--- src/rtl/fft_pkg.sv ---
// Shared definitions for the FFT output reorder buffer: frame geometry,
// FSM state encodings, a debug snapshot struct and the bit-reversal helper.
package fft_pkg;

  localparam int DBW = 4;
  localparam int CBW = 3;
  localparam int N   = 1 << CBW;

  typedef enum logic {WR_SYNC, WR_FILL} wr_state_t;
  typedef enum logic {RD_IDLE, RD_DRAIN} rd_state_t;

  typedef struct packed {
    wr_state_t wr_state;
    rd_state_t rd_state;
    logic      wb;
  } fft_dbg_t;

  // Reverses the low cbw bits of value; bits at and above cbw come back as 0.
  function automatic logic [15:0] bitrev(input logic [15:0] value, input int cbw);
    logic [15:0] r;
    r = '0;
    for (int i = 0; i < 16; i++) begin
      if (i < cbw) r[cbw-1-i] = value[i];
    end
    return r;
  endfunction

endpackage

--- src/rtl/sdp_ram.sv ---
// Simple dual-port RAM: one write port, one registered read port. The read
// register clears on reset so the downstream output starts at zero.
module sdp_ram #(
  parameter int AW = 4,
  parameter int DW = 8
) (
  input  logic          clk,
  input  logic          rst,
  input  logic          we,
  input  logic [AW-1:0] waddr,
  input  logic [DW-1:0] wdata,
  input  logic          re,
  input  logic [AW-1:0] raddr,
  output logic [DW-1:0] rdata
);

  logic [DW-1:0] mem [2**AW];

  always_ff @(posedge clk) begin
    if (we) mem[waddr] <= wdata;
  end

  always_ff @(posedge clk) begin
    if (rst)     rdata <= '0;
    else if (re) rdata <= mem[raddr];
  end

endmodule

--- src/rtl/fft_reorder.sv ---
// Reorders bit-reversed FFT output frames into natural bin order using a
// ping-pong memory: one bank fills while the other drains.
module fft_reorder
  import fft_pkg::*;
#(
  parameter int DBW = fft_pkg::DBW,
  parameter int CBW = fft_pkg::CBW
) (
  input  logic             clk,
  input  logic             rst,
  input  logic [2*DBW-1:0] din,
  input  logic             din_vld,
  input  logic             din_sof,
  output logic [2*DBW-1:0] dout,
  output logic             dout_vld,
  output logic             dout_sof,
  output logic             sof_err
);

  localparam int NPTS = 1 << CBW;

  // Valid semantics: no ready on either side. din is consumed in every cycle
  // din_vld is high; dout_vld marks a fresh sample each cycle and never stalls.

  wr_state_t      wr_state, wr_state_n;
  rd_state_t      rd_state, rd_state_n;
  logic [CBW-1:0] wcnt, wcnt_n, rcnt, rcnt_n, widx;
  logic           wb, wb_n;
  logic           we, re, trig, err_n;
  logic [15:0]    rev;
  fft_dbg_t       dbg;

  assign rev = bitrev(16'(wcnt), CBW);
  assign dbg = '{wr_state: wr_state, rd_state: rd_state, wb: wb};

  always_comb begin
    wr_state_n = wr_state;
    wcnt_n     = wcnt;
    wb_n       = wb;
    we         = 1'b0;
    widx       = rev[CBW-1:0];
    trig       = 1'b0;
    err_n      = 1'b0;
    case (wr_state)
      WR_SYNC: begin
        if (din_vld && din_sof) begin
          we         = 1'b1;
          widx       = '0;
          wcnt_n     = CBW'(1);
          wr_state_n = WR_FILL;
        end
      end
      WR_FILL: begin
        if (din_vld) begin
          we = 1'b1;
          if (din_sof) begin
            // Restart in the same bank; the partial frame is simply overwritten.
            err_n  = (wcnt != '0);
            widx   = '0;
            wcnt_n = CBW'(1);
          end else if (wcnt == CBW'(NPTS - 1)) begin
            wb_n       = ~wb;
            wcnt_n     = '0;
            trig       = 1'b1;
            wr_state_n = WR_SYNC;
          end else begin
            wcnt_n = wcnt + CBW'(1);
          end
        end
      end
      default: wr_state_n = WR_SYNC;
    endcase
  end

  // The drain always reads !wb: a trigger can only coincide with the final
  // drain read, so wb never flips under an in-progress drain.
  always_comb begin
    rd_state_n = rd_state;
    rcnt_n     = rcnt;
    re         = 1'b0;
    case (rd_state)
      RD_IDLE: begin
        if (trig) begin
          rd_state_n = RD_DRAIN;
          rcnt_n     = '0;
        end
      end
      RD_DRAIN: begin
        re = 1'b1;
        if (rcnt == CBW'(NPTS - 1)) begin
          rcnt_n     = '0;
          rd_state_n = trig ? RD_DRAIN : RD_IDLE;
        end else begin
          rcnt_n = rcnt + CBW'(1);
        end
      end
      default: rd_state_n = RD_IDLE;
    endcase
  end

  always_ff @(posedge clk) begin
    if (rst) begin
      wr_state <= WR_SYNC;
      rd_state <= RD_IDLE;
      wcnt     <= '0;
      rcnt     <= '0;
      wb       <= 1'b0;
      dout_vld <= 1'b0;
      dout_sof <= 1'b0;
      sof_err  <= 1'b0;
    end else begin
      wr_state <= wr_state_n;
      rd_state <= rd_state_n;
      wcnt     <= wcnt_n;
      rcnt     <= rcnt_n;
      wb       <= wb_n;
      dout_vld <= re;
      dout_sof <= re && (rcnt == '0);
      sof_err  <= err_n;
    end
  end

  sdp_ram #(
    .AW(CBW + 1),
    .DW(2 * DBW)
  ) u_ram (
    .clk  (clk),
    .rst  (rst),
    .we   (we),
    .waddr({wb, widx}),
    .wdata(din),
    .re   (re),
    .raddr({~wb, rcnt}),
    .rdata(dout)
  );

endmodule

--- config.mk ---
export PLATFORM = sky130hd
export DESIGN_NAME = fft_reorder
export DESIGN_NICKNAME = d
export VERILOG_FILES = /design/src/rtl/fft_pkg.sv /design/src/rtl/sdp_ram.sv /design/src/rtl/fft_reorder.sv
export SDC_FILE = /design/constraint.sdc
export NUM_CORES = 1
export LEC_CHECK = 0
export ABC_AREA = 0
export CORE_MARGIN = 3
export CORE_UTILIZATION = 45
export CTS_CLUSTER_DIAMETER = 60
export CTS_CLUSTER_SIZE = 25
export DETAILED_ROUTE_END_ITERATION = 8
export PLACE_DENSITY = 0.7
export SKIP_CTS_REPAIR_TIMING = 1
export SYNTH_ARGS = -nofsm -noshare
export SYNTH_HDL_FRONTEND = slang
export SYNTH_SLANG_ARGS = --single-unit
--- constraint.sdc ---
create_clock -name clk -period 2.1 [get_ports clk]
set_clock_uncertainty 0.2 [all_clocks]
set_input_delay 0.21 -clock clk [delete_from_list [all_inputs] [get_ports clk]]
set_output_delay 0.21 -clock clk [all_outputs]
set_load 0.01 [all_outputs]
After elaboration in Yosys (flattened, before gate mapping)
Memory sizes are Yosys's and may differ from the RTL's. A register that Yosys moved wholly into a read port is not among the register bits.
Cells that the tools add are included.
Widths: inputs -> output; s select.

word-level totals
  register bits = 12
  bits in latches = 0
  RAM bits = 128
  bits in read-only memories = 0
  output and inout port bits = 11
  memories kept = 1

cells by class
  $add $sub $neg = 2
  multipliers = 0
  div/mod/pow operators = 0
  order comparisons = 0
  eq/ne operators = 5
  shift-type cells = 0
  mux-type cells = 29
  bitwise operators = 5
  reduce and logical (&&, ||, !) cells = 7

memories
  memory     depth  width  rd ports  clocked after memory_dff  wr ports  RTL line       RTL
  u_ram.mem  16     8      1         1                         1         sdp_ram.sv:17  logic [DW-1:0] mem [2**AW];

operators with widths
  operator             number
  $mux 3               9
  $pmux 3 s2           3
  $mux 1               14
  $add 3x1->3 const B  2
  $eq 3x3->1 const B   2
  $ne 2x2->1 const B   3
  $pmux 1 s2           3
  $not 1->1            5
  $reduce_and 4->1     1
  $reduce_or 4->1      1
  $logic_not 3->1      1
  $reduce_bool 3->1    1
  $logic_and 1x1->1    2
  $reduce_and 2->1     1

Logic depth before layout (Yosys ltp)
Gate-level depths: netlist (run 1).

  depth after elaboration = 8
  gate-level depth with buffers = 8
  depth with buffers taken out = 6

By module
Synthesis (run 1) repeated with hierarchy kept, for this count alone.

second synthesis, totals
  cell total of the unflattened synthesis = 375
  area total of the unflattened synthesis = 5,947.0 sq um

by module, submodules not included
  module       times used  cells an instance  area an instance (sq um)  seq. area each (sq um)
  sdp_ram      1           316                5,343.9                   4,003.8
  fft_reorder  1           59                 603.1                     240.2

Worst setup path before layout (run 1)
No wires, ideal clock.

  path type = flip-flop to flip-flop
  start = register wcnt[1]
  end = memory u_ram.mem[2][0], enable pin
  library setup time = 0.370 ns
  data arrival time = 1.364 ns
  required time = 1.530 ns
  slack = 0.165 ns
  stages on the path, launching flop included = 4
  buffers on the path = 0
  cell sequence = dfxtp_1 -> inv_1 -> or4_4 -> nor2_1

on the way
  word-level cells in the longest chain between the ends = 3
  elaborated cells between the ends (all ways) = 4
  classes of those cells = mux (4)

RTL lines
  element                   RTL line            RTL
  start: declaration        fft_reorder.sv:27   logic [CBW-1:0] wcnt, wcnt_n, rcnt, rcnt_n, widx;
  start signal: assignment  fft_reorder.sv:114  wcnt <= wcnt_n;
  $mux 3                    fft_reorder.sv:56   if (din_sof) begin
  $mux 3                    fft_reorder.sv:54   if (din_vld) begin
  $pmux 3 s2 (*)            fft_reorder.sv:44   case (wr_state)
  end: declaration          sdp_ram.sv:17

Mark *: on every way between the ends. The rest lies on a longest branch, timed or not.

Final worst setup path (run 1)
  start = register wr_state
  end = memory u_ram.mem[3][6], enable pin

on the way
  word-level cells in the longest chain between the ends = 4
  elaborated cells between the ends (all ways) = 5
  classes of those cells = mux (4); bitwise (1)

RTL lines
  element                       RTL line            RTL
  start: declaration            fft_reorder.sv:25   wr_state_t wr_state, wr_state_n;
  start signal: assignment      fft_reorder.sv:112  wr_state <= wr_state_n;
  $not 1->1                     n/a
  $pmux 1 s2                    fft_reorder.sv:44
  $mux 1                        sdp_ram.sv:20       if (we) mem[waddr] <= wdata;
  $mux 1 (not written as such)  sdp_ram.sv:20

Several ways; a longest one is shown, not always the timed one.

==> reports/results.tsv, run 1 <==
metric	value	unit
dpl.cell_count	595	
cts_buffers	17	
p_leak	0.002298	uW
die_x	120.6	um
postSynthCellCount	383	
yosysTopAreaCellShare	64.99	%
crit_start	wr_state	
grt_pass1_vias	3391	
antenna_found_initial	0	
critical_path.cell_chain	nand2_1, nor2_1, nand3_1, nor2_1, buf_4	
fillers	1048	
cts-root-buf	clkbuf_16	
yosys.area.top_type	edfxtp_1	
drv_cap	0	
critical-path-top-delay-family	simple AND/OR/NAND/NOR gates	
drv_slew	0	
peakVddDrop	0.9885	mV
drive_gt1_share	16.92	%
path_class	register to register	
multi_input_area	1509	um^2
path_clk_slew	0.06	ns
synth_area_leaders	edfxtp_1, mux2i_1, dfxtp_1	
grt_max_degree	25	
initial_core_util	46.49	%
status	completed	
ys_seq_area_share	71.76	%
ys_warn_count	0	
setup_viol	0	
crit_path_start_kind	register	
min_from	u_ram.rdata[5]	
min_period	1.958	ns
totalWireLength	12260	um
rows	41	
final_nets	460	
dieArea	14560	um^2
drc_errors	0	
gr-usage-all-layers	18.04	%
place_area	6521	um^2
final_cell_area	7117	um^2
grt-ovfl-total	0	
wl_per_cell	19.55	um
synth_fp_nets	401	
crit_path_max_fanout	8	
pin_count	23	
cellPowerDensity	889.9	nW/um^2
drt_iter0_markers	279	
final_util	55.94	%
crit_arrival	1.88	ns
layoutNonFillerInstCount	627	
cts_max_level	4	
ys_types	35	
period_share	93.25	%
seq_area	4248	um^2
hold_viol	0	
core	12720	um^2
max_freq	510.7	MHz
port_buffers	22	
clock_sinks	148	
areaGrowthSynthToFinish	20.33	%
hold_path_class	register to register	
worst_setup_path_end_kind	register	
syn_avg_cell_area	15.44	um^2
reg2reg_from	wr_state	
cts_buffer_depth	2	
dpl.hpwl	7975	um
rsz0062_at_grt	false	
critPathBufInv	1	
netlist_area	5914	um^2
gp_congestion	0.8095	
crit_slowest_cell	dfxtp_1	
cp.required	2.02	ns
n_antenna_cell	0	
grt_pass1_wl	18860	um
ys_ff_latch	148	
maxSlewHeadroom	50.75	%
ant_nets	0	
cpPeakStageDelay	0.42	ns
drtPass1Iterations	5	
clk_latency	0.42	ns
die_h	120.6	um
most-common-layout-cells	edfxtp_1, mux2i_1, buf_4	
worst_pin_slew	0.7364	ns
tritoncts	done	
layout_commonest_cell	edfxtp_1	
vias	3424	
viasPerCell	5.461	
cp_common_cell	nor2_1	
-- synth_stat cells --
library cell,instances
a22oi_1,26
a32oi_1,1
clkbuf_1,1
xor2_1,1
a21oi_2,8
buf_6,5
clkbuf_2,2
mux2_2,1
o21bai_1,1
ha_1,6
buf_4,5
nand2_1,25
or2_2,1
mux2i_1,64
nor4b_1,1
or2b_1,1
inv_1,5
or4_4,1
nand3b_1,1
nor2_1,26
buf_2,7
edfxtp_1,128
nand2b_1,2
a21oi_1,4
nor2b_1,4
nand3_1,26
and3_1,1
or3b_1,1
o22a_1,1
and3b_1,1
and2_1,2
nand4b_1,1
o21ai_0,2
dfxtp_1,20
a21o_1,1
-- cell type report --
type                    instances  area share (%)
inverters                       5          0.2637
flip-flops and latches        148           59.69
repair buffers                 60           7.454
clock buffers                  22           6.522
well taps                     172           3.024
multi-input cells             210           21.20
clock inverters                10           1.846
-- worst min-delay path: cells and delay by family, from the launching register on --
family           cells  cell delay, ns
and+or+nand+nor      2            0.11
DFF                  1            0.33
-- logic make-up after synthesis --
group	after synthesis	share of synthesized area, %
xor+xnor	1	0.1481
simple gates	94	7.531
flops	148	71.76
fa+ha+maj	6	1.269
compound gates	44	5.543
mux	65	11.02
buf+inv	25	2.729
-- stage by stage --
stage / setup TNS [ns] / total power, uW / hold slack (ns) / worst slack [ns]
2_1_floorplan: 0 / 3310 / 0.09657 / 0.1653
3_3_place_gp: -2.332 / 3405 / 0.2566 / -0.03932
3_5_place_dp: -6.150 / 3409 / 0.2563 / -0.1002
4_1_cts: 0 / 6393 / 0.2696 / 0.2026
5_1_grt: 0 / 6538 / 0.3010 / 0.08990
6_report: 0 / 6333 / 0.2638 / 0.1418
-- power by group --
group          internal, uW  switching, uW  leakage (uW)
Clock                  1920           1070      0.000285
Sequential             3210           6.50       0.00132
Combinational          49.7           86.7      0.000697
-- registers in the layout (all words and copies together), names as in the netlist --
| signal | cells |
|---|---|
| rd_state | 1 |
| sof_err | 1 |
| dout_vld | 1 |
| dout_sof | 1 |
| u_ram.rdata | 8 |
| wcnt | 3 |
| wr_state | 1 |
| rcnt | 3 |
| u_ram.mem | 128 |
| wb | 1 |
-- final timing paths --
path	slack (ns)	to	depth (start not counted)
setup / recovery	0.14	u_ram.mem[3][6]	5
hold / removal	0.26	u_ram.rdata[5]	2
setup reg to reg	0.14	u_ram.mem[3][6]	5
hold reg to reg	0.26	u_ram.rdata[5]	2
-- metal layers --
layer / share of wire, % / up-vias / GRT usage (%)
li1: - / 1569 / -
met1: 43 / 1713 / 22.66
met2: 49 / 116 / 28.61
met3: 5.3 / 26 / 5.285
met4: 3.4 / 0 / 8.994
met5: 0 / - / 0
No activity file was read; power rests on OpenSTA's default activity.
==> inputs of run 2 (changes only) <==
Settings changed: PLACE_DENSITY 0.7 to 0.68.
Clock period 2.1 ns to 2.36 ns, I/O delays scaled along.
==> run 2 against run 1 <==
  * Utilization down 0.57 points
  * Critical endpoint is now u_ram.mem[3][0]
  * Highest routed layer unchanged
  * Power down 11%
  * Flip-flop and latch count unchanged
==> reports/results.tsv, run 2 (synthesis results as in run 1) <==
metric	value	unit	change
status	completed		
setup_viol	0		unchanged
min_from	u_ram.rdata[6]		
layout_commonest_cell	edfxtp_1		
grt_pass1_vias	3354		-1.1%
cp.required	2.29	ns	+0.27 ns
n_antenna_cell	0		unchanged
dieArea	14560	um^2	unchanged
cts_buffer_depth	2		unchanged
cpPeakStageDelay	0.40	ns	-0.02 ns
cellPowerDensity	796.8	nW/um^2	-10%
rows	41		unchanged
grt-ovfl-total	0		unchanged
hold_depth	2		unchanged
path_class	register to register		
vias	3335		-2.6%
min_period	1.995	ns	+0.03713 ns
totalWireLength	12190	um	-0.60%
wl_met1	5117	um	-2.2%
hold_path_class	register to register		
reg2reg_from	wr_state		
path_clk_slew	0.06	ns	about the same
crit_slowest_cell	dfxtp_1		
rsz0062_at_grt	false		
max_freq	501.2	MHz	-1.9%
multi_input_area	1509	um^2	unchanged
seq_area	4248	um^2	unchanged
crit_path_max_fanout	8		unchanged
cts_buffers	17		unchanged
gr-usage-all-layers	17.67	%	-0.37 points
period_share	84.55	%	-8.7 points
tritoncts	done		
worst_setup_path_end_kind	register		
final_nets	453		-1.5%
p_leak	0.002259	uW	-1.7%
dpl.hpwl	8046	um	+0.89%
reg2reg_to	u_ram.mem[3][0]		
critical_path.cell_chain	nand2_1, nor2_1, nand3_1, nor2_1, buf_4		
drtPass1Iterations	6		+1
drv_cap	0		unchanged
cts_max_level	4		unchanged
pin_count	23		unchanged
hold_viol	0		unchanged
wl_met2	6141	um	+2.9%
drt_iter0_markers	239		-14%
viasPerCell	5.379		-1.5%
gp_congestion	0.8736		+7.9%
clock_sinks	148		unchanged
clk_latency	0.42	ns	about the same
rrSetupSlack	0.36	ns	+0.22 ns
crit_path_start_kind	register		
core	12720	um^2	unchanged
die_h	120.6	um	unchanged
wl_met3	520	um	-19%
maxSlewHeadroom	46.27	%	-4.5 points
holdWs	0.2528	ns	-0.01095 ns
areaGrowthSynthToFinish	19.10	%	
crit_arrival	1.92	ns	+0.04 ns
drv_slew	0		unchanged
largest_reg_flops	128		unchanged
drive_gt1_share	16.74	%	-0.18 points
fillers	1056		+0.76%
worst_r2r_path_depth	5		unchanged
most-common-layout-cells	edfxtp_1, mux2i_1, buf_4		
hold_path_end	u_ram.rdata[6]		
initial_core_util	46.49	%	unchanged
worst_pin_slew	0.8035	ns	+0.06706 ns
grt_pass1_wl	18720	um	-0.77%
top_register	u_ram.mem		
timing.final.ws_setup	0.3647	ns	+0.2229 ns
peakVddDrop	0.5410	mV	-45%
die_x	120.6	um	unchanged
drc_errors	0		unchanged
port_buffers	22		unchanged
cts-root-buf	clkbuf_16		
cp_common_cell	nor2_1		
ant_nets	0		unchanged
finalSetupTns	0	ns	unchanged
top_regs	u_ram.mem: 128 flops, u_ram.rdata: 8 flops		
grt_max_degree	29		+16%
dp_slack	0.1089	ns	+0.2091 ns
wl_per_cell	19.65	um	+0.52%
antenna_found_initial	0		unchanged
top_layer	met4		
## run 2: cell count changes in the layout (fill, tap and decap cells not counted), moves of 3 or more
cell / delta
clkbuf_1: -3
inv_8: +5
inv_6: +4
buf_4: -6
## run 2: worst max path at each step
stage                     startpoint              end  slack, ns  depth (start not counted)
after detailed placement     din_vld  u_ram.mem[3][6]       0.11                          6
final                       wr_state  u_ram.mem[3][0]       0.36                          5
after global placement       din_vld  u_ram.mem[3][5]       0.17                          6
after floorplan              wcnt[1]  u_ram.mem[2][0]       0.43                          3
after global routing        wr_state  u_ram.mem[3][2]       0.29                          5
after CTS                   wr_state  u_ram.mem[3][2]       0.39                          5
## run 2: cell type report
| class | count | area share, % |
|---|---|---|
| flip-flops and latches | 148 | 60.30 |
| multi-input cells | 210 | 21.42 |
| repair buffers | 53 | 6.607 |
| clock buffers | 17 | 6.039 |
| well taps | 172 | 3.055 |
| clock inverters | 15 | 2.309 |
| inverters | 5 | 0.2664 |
## run 2: stage by stage
| stage | util (%) | area [um^2] | instances | power, uW |
|---|---|---|---|---|
| 3_3_place_gp | 50.75 | 6456 | 588 | 3027 |
| 5_1_grt | 55.37 | 7044 | 620 | 5803 |
| 4_1_cts | 55.37 | 7044 | 620 | 5653 |
| 6_report | 55.37 | 7044 | 620 | 5613 |
| 3_5_place_dp | 50.75 | 6456 | 588 | 3029 |
| 2_1_floorplan | - | 5914 | 383 | 2946 |
## run 2: routing by layer
metal | vias up | track usage, %
met5 | - | 0
met4 | 0 | 9.278
met3 | 28 | 4.537
met2 | 98 | 28.33
met1 | 1653 | 22.14
li1 | 1556 | -
## run 2: worst max-delay path, delay by kind of cell, from the launching register on
kind	cells	cell delay, ns
and+or+nand+nor	4	0.90
DFF	1	0.40
buffers and inverters	1	0.20
## run 2: report_power, final
part / switching (uW) / leakage [uW] / internal [uW] / total (uW)
combinational: 77.1 / 0.000659 / 40.8 / 118
sequential: 5.00 / 0.00132 / 2850 / 2860
clock: 1140 / 0.000285 / 1500 / 2640
total: 1220 / 0.00226 / 4390 / 5610
==> edit 1, RTL diff (config.mk and constraints of run 2) <==
The package constant `CBW` goes from 3 to 4.
--- a/src/rtl/fft_pkg.sv
+++ b/src/rtl/fft_pkg.sv
@@ -5,3 +5,3 @@
   localparam int DBW = 4;
-  localparam int CBW = 3;
+  localparam int CBW = 4;
   localparam int N   = 1 << CBW;
Check against the original RTL: not equivalent (Yosys sat finds a counterexample within 10 cycles, from zero or initial values and one cycle with rst high).
==> edit 1 against run 2 <==
Power grew 63%; wire length grew 98%; largest cell class unchanged; final area grew 80%; core utilization shrank 1.9 points; area after synthesis grew 85%; sequential cell count grew 130; critical path type unchanged; critical endpoint is now u_ram.rdata[2]$_SDFFE_PP0P_; worst setup slack lost 310 ps; synthesized cell count grew 49%.
==> edit 1: results (changes against run 2) <==
- Leakage: 3.92 nW (was 2.26 nW)
- First-pass GRT wire length: 37200 microns (was 18700 microns)
- Total track usage: 18.7% (was 17.7%)
- Synth top cells by count: 256 x edfxtp_1, 49 x mux4_2, 35 x nor2_1 (was 128 x edfxtp_1, 64 x mux2i_1, 26 x a22oi_1, 26 x nand3_1, 26 x nor2_1)
- Worst Setup SP: rcnt[0]$_SDFFE_PP0P_ (was wr_state$_SDFF_PP0_)
- Post-DP HPWL: 15700 microns (was 8050 microns)
- Clock transition at the registers of the reported paths: 90 ps (was 60 ps)
- Largest net degree at the start of global routing: 38 (was 29)
- Post-place setup slack: -33.3 ps (was 109 ps)
- CTS buffer count: 19 (was 17)
- Post-Place Cells: 951 (was 588)
- Critical path's slowest cell: mux4_2 (was dfxtp_1)
- Fillers: 1859 (was 1056)
- WL met2: 11500 microns (was 6140 microns)
- DR WL met3: 1600 microns (was 520 microns)
- PortBufs: 22 (unchanged)
- Initial antenna violation count: 1 (was 0)
- Routed len/inst: 24.5 microns (was 19.7 microns)
- Via/cell ratio: 5.79 (was 5.38)
- Outcome: completed (unchanged)
- Clock latency at the later pin of the worst-skew pair: 500 ps (was 420 ps)
- Post-synth EDFFs: 256 (was 128)
- Longest Clk Path Bufs: 3 (was 2)
- Synth top area cells: edfxtp_1 70%, mux4_2 10%, dfxtp_1 4.0%, mux2i_1 2.7%, a22o_1 1.2% (was edfxtp_1 65%, mux2i_1 11%, dfxtp_1 6.8%, a22oi_1 3.3%, nand3_1 2.2%)
- WP data arrival: 2490 ps (was 1920 ps)
- Crit-path max cell delay: 550 ps (was 400 ps)
- Final wirelength: 24100 microns (was 12200 microns)
- Seq/Total Area, Yosys: 74.3% (was 71.8%)
- Internal power: 7.21 mW (was 4.39 mW)
- Layout cells sized above 1: 25.6% (was 16.7%)
- Crit Reg-Reg Startpoint: rcnt[0]$_SDFFE_PP0P_ (was wr_state$_SDFF_PP0_)
- Vias in the first global route: 5812 (was 3354)
- Worst Path Max Fanout: 10 (was 8)
- Maximum vdd drop: 0.000455 V (was 0.000541 V)
- Hold path start: u_ram.rdata[0]$_SDFFE_PP0P_ (was u_ram.rdata[6]$_SDFFE_PP0P_)
- Met1 Wirelength: 10600 microns (was 5120 microns)
- First-pass DRT Iterations: 5 (was 6)
- Largest regs: u_ram.mem: 256 flops, u_ram.rdata: 8 flops (was u_ram.mem: 128 flops, u_ram.rdata: 8 flops)
- H-tree depth: 1 (was 4)
- Gpl congestion: 0.846 (was 0.874)
- Delay-heaviest family, CP: compound AO/OA/AOI/OAI gates (was simple AND/OR/NAND/NOR gates)
- Post-Syn Area per Cell: 19.1 sq um (was 15.4 sq um)
-- edit 1: area by class of cell --
class / instances / area, sq um / share of cell area, %
clock buffers: 22 / 508 / 4.01
flip-flops and latches: 278 / 8130 / 64.2
well taps: 319 / 399 / 3.15
clock inverters: 11 / 169 / 1.33
multi-input cells: 249 / 2580 / 20.4
inverters: 9 / 33.8 / 0.267
repair buffers: 96 / 851 / 6.71
-- edit 1: path summary, 6_finish.rpt --
| kind | endpoint | slack, ps |
|---|---|---|
| hold / removal | u_ram.rdata[0]$_SDFFE_PP0P_ | 270 |
| setup / recovery | u_ram.rdata[2]$_SDFFE_PP0P_ | 50 |
| setup reg to reg | u_ram.rdata[2]$_SDFFE_PP0P_ | 50 |
| hold reg to reg | u_ram.rdata[0]$_SDFFE_PP0P_ | 270 |
-- edit 1: per-stage QoR --
stage	power (mW)	hold WS [ps]	cell area (sq um)	utilization, %
2_1_floorplan	5.54	109	10900	-
3_3_place_gp	5.67	257	12000	50.6
3_5_place_dp	5.68	256	12000	50.6
4_1_cts	9.20	273	12700	53.4
5_1_grt	9.41	295	12700	53.5
6_report	9.12	275	12700	53.5
-- edit 1: worst register-to-register path, cell delays in order, from the launching register on --
cell and delay [ps]:
dfxtp_4 500, buf_12 200, mux4_2 560, a22o_1 280
a2111oi_2 340, o31ai_1 120
-- edit 1: kinds of logic (layout without fill, tap and decap cells) --
group	count (synthesis)	in the layout	synth area share, %
xor gates and xnor gates	2	2	0.160
and+or+nand+nor	87	87	3.90
buffers and inverters	45	138	2.35
adders and majority gates	4	4	0.458
DFF	278	278	74.3
AOI/OAI and AO/OA	77	77	5.97
muxes	79	79	12.8
-- edit 1: layer usage --
metal / up-vias / global-route usage, %
li1: 2489 / -
met4: 0 / 3.37
met1: 2950 / 28.5
met2: 228 / 29.8
met3: 31 / 2.50
met5: - / 0
-- edit 1: power groups by stage --
stage | clock network (mW) | logic [mW] | registers (mW)
detailed placement | 0 | 0.183 | 5.50
global placement | 0 | 0.172 | 5.50
global route | 3.82 | 0.197 | 5.39
CTS | 3.63 | 0.183 | 5.39
floorplan | 0 | 0.0411 | 5.50
finish | 3.55 | 0.182 | 5.39
==> edit 2, RTL diff (config.mk and constraints of run 2) <==
Without the edit above. Register the inputs `din`, `din_vld` and `din_sof` before use. The logic sees them one clock later. Comments in the files are not updated.
--- a/src/rtl/fft_reorder.sv
+++ b/src/rtl/fft_reorder.sv
@@ -20,2 +20,12 @@
   localparam int NPTS = 1 << CBW;
+
+  logic [2*DBW-1:0] din_q;
+  logic din_vld_q;
+  logic din_sof_q;
+
+  always_ff @(posedge clk) begin
+    din_q     <= din;
+    din_vld_q <= din_vld;
+    din_sof_q <= din_sof;
+  end
 
@@ -45,3 +55,3 @@
       WR_SYNC: begin
-        if (din_vld && din_sof) begin
+        if (din_vld_q && din_sof_q) begin
           we         = 1'b1;
@@ -53,5 +63,5 @@
       WR_FILL: begin
-        if (din_vld) begin
+        if (din_vld_q) begin
           we = 1'b1;
-          if (din_sof) begin
+          if (din_sof_q) begin
             // Restart in the same bank; the partial frame is simply overwritten.
@@ -130,3 +140,3 @@
     .waddr({wb, widx}),
-    .wdata(din),
+    .wdata(din_q),
     .re   (re),
Check against the original RTL: not equivalent (a bounded check fails within 4 cycles, from zero or initial values and one cycle with rst high).
==> edit 2 against run 2 <==
Critical path depth unchanged; final area increased by 3.3%; area after synthesis increased by 3.7%; sequential cell count increased by 10; worst setup slack got worse by 8.1 ps; via count increased by 2.2%; wire length increased by 2.2%; power increased by 8.7%; global-route usage increased by 0.48 points; critical path type unchanged; critical endpoint is now u_ram.mem[11][2]$_DFFE_PP_; largest cell class unchanged; highest routed layer unchanged.
==> edit 2: results (changes against run 2) <==
- Synth Area in Compound Gates: 5.18% (was 5.54%)
- Largest net degree at the start of global routing: 28 (was 29)
- Routed vias: 3408 (was 3335)
- Met3 Use GR: 5.39% (was 4.54%)
- Routing usage on met1: 24.6% (was 22.1%)
- Vias in the first global route: 3342 (was 3354)
- Met2 GRT Util: 28.0% (was 28.3%)
- Adder-cell share of the synthesized area: 1.22% (was 1.27%)
- DR WL met3: 762 microns (was 520 microns)
- Synth top area cells: edfxtp_1 63%, mux2i_1 10%, dfxtp_1 9.8%, a22oi_1 2.9%, nand3_1 2.2% (was edfxtp_1 65%, mux2i_1 11%, dfxtp_1 6.8%, a22oi_1 3.3%, nand3_1 2.2%)
- Mux cell area share after synthesis: 10.6% (was 11.0%)
- Leakage: 2.34 nW (was 2.26 nW)
- Maximum vdd drop: 0.000441 V (was 0.000541 V)
- Via/cell ratio: 5.42 (was 5.38)
- Worst hold path type: primary input to flip-flop (was flip-flop to flip-flop)
- Fillers: 1031 (was 1056)
- Synthesized net count: 413 (was 401)
- First-pass DRT Iterations: 5 (was 6)
- Post-Place Cells: 597 (was 588)
- Outcome: completed (unchanged)
- Post-DP HPWL: 8080 microns (was 8050 microns)
- Cell variety after synth: 37 (was 35)
- Synth top cells by count: 128 x edfxtp_1, 64 x mux2i_1, 30 x dfxtp_1 (was 128 x edfxtp_1, 64 x mux2i_1, 26 x a22oi_1, 26 x nand3_1, 26 x nor2_1)
- Largest regs: u_ram.mem: 128 flops, din_q: 8 flops, u_ram.rdata: 8 flops (was u_ram.mem: 128 flops, u_ram.rdata: 8 flops)
- Gpl congestion: 0.839 (was 0.874)
- Met1 Wirelength: 5590 microns (was 5120 microns)
- First-pass GRT wire length: 19500 microns (was 18700 microns)
- XOR/XNOR Fraction of Synth Area: 0.143% (was 0.148%)
- Layout cells sized above 1: 14.1% (was 16.7%)
- WL met2: 5940 microns (was 6140 microns)
- Synth Instances: 395 (was 383)
==> edit 2: cell types whose count changed in the layout (fill, tap and decap cells not counted), moves of 2 or more <==
cell,before,now
buf_4,30,22
inv_8,5,0
nand2_1,25,28
a22oi_1,26,24
dfxtp_1,19,29
bufinv_16,1,5
clkbuf_1,0,3
clkbuf_8,0,2
inv_6,4,0
==> edit 2: worst paths after layout <==
check | startpoint | end | slack (ps) | depth (start not counted)
worst min-delay path | din[4] | din_q[4]$_DFF_P_ | 60 | 1
worst max register to register | wr_state$_SDFF_PP0_ | u_ram.mem[11][2]$_DFFE_PP_ | 360 | 5
worst max-delay path | wr_state$_SDFF_PP0_ | u_ram.mem[11][2]$_DFFE_PP_ | 360 | 5
worst min register to register | u_ram.rdata[2]$_SDFFE_PP0P_ | u_ram.rdata[2]$_SDFFE_PP0P_ | 270 | 2
==> edit 2: cell type report <==
type,instances,share of cell area (%)
clock buffer,22,6.38
clock inverter,10,2.58
inverter,5,0.258
multi-input combinational,212,20.8
sequential,158,61.1
tap,176,3.03
timing repair buffer,46,5.85
==> edit 2: worst max-delay path, cell delays in order, from the launching register on <==
cell and delay, ps:
dfxtp_1 440, nand2_1 190, nor2_1 270, nand3_1 230, nor2_1 160, buf_4 200
==> edit 2: metrics by stage <==
step / power, mW / cell area, sq um
2_1_floorplan: 3.15 / 6130
3_3_place_gp: 3.20 / 6630
3_5_place_dp: 3.20 / 6630
4_1_cts: 6.16 / 7280
5_1_grt: 6.30 / 7280
6_report: 6.10 / 7280
==> edit 2: where the power goes <==
part           total, mW  internal, mW  switching, mW  leakage, nW
clock network       2.95          1.93           1.02        0.311
registers           3.08          3.03         0.0491         1.40
logic             0.0674        0.0335         0.0339        0.630
